**src/rtl/dff_pipe_line.sv**
```systemverilog
// Stallable WIDTH x DEPTH valid/data delay line; latency DEPTH advancing edges, en=0 holds, no backpressure.
// Define PIPE_PARITY_EN to carry an even-parity bit per stage and report output corruption on out_perr.
module dff_pipe_line #(
  parameter int WIDTH = 8,
  parameter int DEPTH = 4,
  localparam int OCC_W = $clog2(DEPTH + 1)
) (
  input  logic             clk,
  input  logic             rst,
  input  logic             en,
  input  logic             clr,
  input  logic             in_valid,
  input  logic [WIDTH-1:0] in_data,
  input  logic             err_inj,
  output logic             out_valid,
  output logic [WIDTH-1:0] out_data,
  output logic [OCC_W-1:0] occ,
  output logic             out_perr
);

  logic [DEPTH-1:0]            vld;
  logic [DEPTH-1:0]            vld_nxt;
  logic [DEPTH-1:0][WIDTH-1:0] dat;
  logic [DEPTH-1:0][WIDTH-1:0] dat_nxt;
  logic [OCC_W-1:0]            occ_nxt;

  always_comb begin
    vld_nxt = vld;
    dat_nxt = dat;
    if (clr) begin
      vld_nxt = '0;
      dat_nxt = '0;
    end else if (en) begin
      // Data is captured regardless of in_valid; only the valid bit qualifies it.
      vld_nxt[0] = in_valid;
      dat_nxt[0] = in_data;
      for (int k = 1; k < DEPTH; k++) begin
        vld_nxt[k] = vld[k-1];
        dat_nxt[k] = dat[k-1];
      end
    end
  end

  // Popcount of the next-state valid vector keeps occ aligned with vld.
  always_comb begin
    occ_nxt = '0;
    for (int k = 0; k < DEPTH; k++) begin
      occ_nxt = occ_nxt + OCC_W'(vld_nxt[k]);
    end
  end

  always_ff @(posedge clk or posedge rst) begin
    if (rst) begin
      vld <= '0;
      dat <= '0;
      occ <= '0;
    end else begin
      vld <= vld_nxt;
      dat <= dat_nxt;
      occ <= occ_nxt;
    end
  end

  assign out_valid = vld[DEPTH-1];
  assign out_data  = dat[DEPTH-1];

`ifdef PIPE_PARITY_EN
  logic [DEPTH-1:0] par;
  logic [DEPTH-1:0] par_nxt;
  logic             perr_nxt;

  always_comb begin
    par_nxt = par;
    if (clr) begin
      par_nxt = '0;
    end else if (en) begin
      par_nxt[0] = (^in_data) ^ err_inj;
      for (int k = 1; k < DEPTH; k++) begin
        par_nxt[k] = par[k-1];
      end
    end
    perr_nxt = vld_nxt[DEPTH-1] & (par_nxt[DEPTH-1] != (^dat_nxt[DEPTH-1]));
  end

  always_ff @(posedge clk or posedge rst) begin
    if (rst) begin
      par      <= '0;
      out_perr <= 1'b0;
    end else begin
      par      <= par_nxt;
      out_perr <= perr_nxt;
    end
  end
`else
  logic unused_err_inj;
  assign unused_err_inj = err_inj;
  assign out_perr       = 1'b0;
`endif

endmodule

```
**config.mk**
```make
export PLATFORM = sky130hd
export DESIGN_NAME = dff_pipe_line
export DESIGN_NICKNAME = d
export VERILOG_FILES = /design/src/rtl/dff_pipe_line.sv
export SDC_FILE = /design/constraint.sdc
export NUM_CORES = 1
export LEC_CHECK = 0
export CORE_AREA = 2 2 65 97
export CTS_CLUSTER_DIAMETER = 120
export DETAILED_ROUTE_END_ITERATION = 7
export DIE_AREA = 0 0 67 99
export DONT_BUFFER_PORTS = 1
export GPL_TIMING_DRIVEN = 0
export MAX_ROUTING_LAYER = met4
export REMOVE_ABC_BUFFERS = 1
export SYNTH_ARGS = -nofsm -noshare
export SYNTH_HDL_FRONTEND = slang
export SYNTH_SLANG_ARGS = --single-unit
```
**constraint.sdc**
```tcl
create_clock -name clk -period 1.77 [get_ports clk]
set_input_delay 0.354 -clock clk [delete_from_list [all_inputs] [get_ports clk]]
set_output_delay 0.354 -clock clk [all_outputs]
set_load 0.005 [all_outputs]
```
==> impl_metrics.ini <==
[run]
maxCapViolCount = 0

[layout]
seqCellArea_sq_um = 976
syn2layout_area_growth_pct = 2.23
fin_nets = 140
final_area_sq_um = 1720
drive_gt1_share_pct = 8.94
n_antenna_cell = 0
n_fill_cell = 614
multi_input_area_sq_um = 562
stdcell_count = 195
utilization_pct = 29.7

[global_routing]
first_global_vias = 972
grt_max_degree = 40
grt_usage_pct = 9.49
grt_overflow_total = 0
antenna_found_initial = 0
grt_first_pass_wirelength_microns = 4460

[clock_network]
cts_made_buffers = 5
cts_buffer_depth = 2
clkLatencyLatePin_ns = 0.28
root_buffer = clkbuf_8
cts_num_sinks = 39
cts_tree = yes
htreeDepth = 2
clkTransAtPathRegs_ns = 0.07
post-cts-setup-buffer-count = 0

[placement]
hpwl_microns = 1970
numPortBuffers = 0
gp_congestion = 0.605
dpl_cell_area_sq_um = 1610
dp_cells = 188

[yosys]
synth_area_sq_um = 1680
synth-seq-cells = 39
synth_warnings = 0
ys_types = 12
yosys.area_share.simple_pct = 8.04
syn_inst = 133
synth_xor_area_share_pct = 0
synth_top_family_by_area = multiplexers
synth_top_cell_by_area = dfrtp_1
syn_avg_cell_area_sq_um = 12.6
synth_fa_ha_area_share_pct = 2.68
synth_top_area_share_pct = 58.0
muxShareOfSynthArea_pct = 21.4
ys_top_cells_by_area = dfrtp_1 (58%), mux2i_1 (21%), nor2_1 (8.0%)
ys_seq_area_share_pct = 58.0
synth_compound_area_share_pct = 0

[detailed_routing]
wl_met2_microns = 1580
routed.top_layer = met4
wl_per_cell_microns = 13.9
drt-initial-drc-count = 36
drc = 0
route.met3.wl_microns = 102
wl_microns = 2710
routed_via_density = 4.41
wl_met1_microns = 968
vias = 860
ant_nets = 0
drtPass1Iterations = 4

[timing]
slew-limit-headroom_pct = 47.7
finalSetupTns_ns = 0
finClkSkew_ns = 0.00268
rsz0062_at_grt = yes
min_period_over_period_pct = 96.5
fmax_mhz = 585
finalCriticalPeriod_ns = 1.71
setup_viol = 0
finalMaxSlewViolations = 0
hold_viol = 0
worst_slew_pin_slew_ns = 0.783

[floorplanning]
die_y_microns = 99
die-area_sq_um = 6630
rows = 34
start_util_pct = 29.1
die_w_microns = 67
io_pins = 27
coreArea_sq_um = 5790

[worst_setup_path]
critPathMaxStageDelay_ns = 0.55
critPathMaxFanout = 2
slowest_stage = fa_1
path_cells = mux2i_1, nor2_2, fa_1, ha_2, ha_4
critPathKind = flop to flop
worst_setup_path_end_kind = flop
critical_path_arrival_ns = 1.88
cp-start-kind = flop
cp.required_ns = 1.94

[power]
leakage_uw = 0.000883
vdd_drop_max_v = 0.000336
power_density_nw_per_um2 = 918
p_total_uw = 1580

[outcome]
status = finished clean

[hold_path]
hold_path.class = primary input to async pin
per-stage QoR:
step | worst slack, ns | hold WS, ns
after global placement | 0.121 | 0.424
after global routing | -0.0240 | 0.110
after floorplan | 0.157 | 0.420
after detailed placement | 0.00115 | 0.426
after CTS | 0.0353 | 0.118
final | 0.0611 | 0.0888
final cells by class:
cell class | instances | share of cell area [%]
clock buffers | 6 | 4.80
clock inverters | 1 | 0.291
inverters | 1 | 0.218
multi-input cells | 76 | 32.7
flip-flops and latches | 39 | 56.8
well taps | 72 | 5.24
placed cells by master (no fill, tap or decap), drive strengths merged:
master,n
fa,1
clkinv,1
clkbuf,6
conb,1
ha,2
mux2i,36
inv,1
dfrtp,39
nor2,36
cell usage after synthesis (all sizes together):
master  number
inv          1
fa           1
mux2i       36
dfrtp       39
buf         16
nor2        36
clkbuf       1
conb         1
ha           2
registers in the layout, summed over array words and instances, names as in the netlist:
register  flops
vld           4
occ           3
out_data      8
dat          24
metal layers:
metal | vias to the layer above | track usage [%]
li1 | 398 | -
met1 | 439 | 8.77
met2 | 18 | 16.6
met3 | 5 | 2.74
met4 | 0 | 5.65
met5 | - | -
where the power goes:
group | leakage [uW] | switching (uW) | internal (uW)
Sequential | 0.000535 | 14.7 | 917
Clock | 0.0000470 | 270 | 305
Combinational | 0.000301 | 36.2 | 36.2
critical path, delay by kind of cell (launching register included):
family | cells | cell delay (ns)
simple gates | 1 | 0.09
flops | 1 | 0.38
fa+ha+maj | 3 | 0.93
mux | 1 | 0.20
worst paths after layout:
| check | startpoint | endpoint | slack (ns) | cells after the start |
|---|---|---|---|---|
| setup / recovery | vld[0] | occ[1] | 0.06 | 5 |
| setup reg to reg | vld[0] | occ[1] | 0.06 | 5 |
| hold reg to reg | dat[18] | dat[18] | 0.52 | 2 |
| hold / removal | rst | dat[4] | 0.09 | 1 |
| min in group clk | clr | dat[7] | 0.14 | 1 |
| max in group asynchronous | rst | out_data[6] | 1.17 | 1 |
logic make-up after synthesis:
| kind of cell | after synthesis |
|---|---|
| muxes | 36 |
| adders and majority gates | 3 |
| and+or+nand+nor | 36 |
| other | 1 |
| buffers and inverters | 18 |
| DFF | 39 |
repair_timing:
action	4_1_cts	5_1_grt
resized for setup	0	3
endpoints found under the hold margin	0	0
endpoints found under the setup margin	0	1
hold buffers	0	0
No activity file was read; power rests on OpenSTA's default activity.
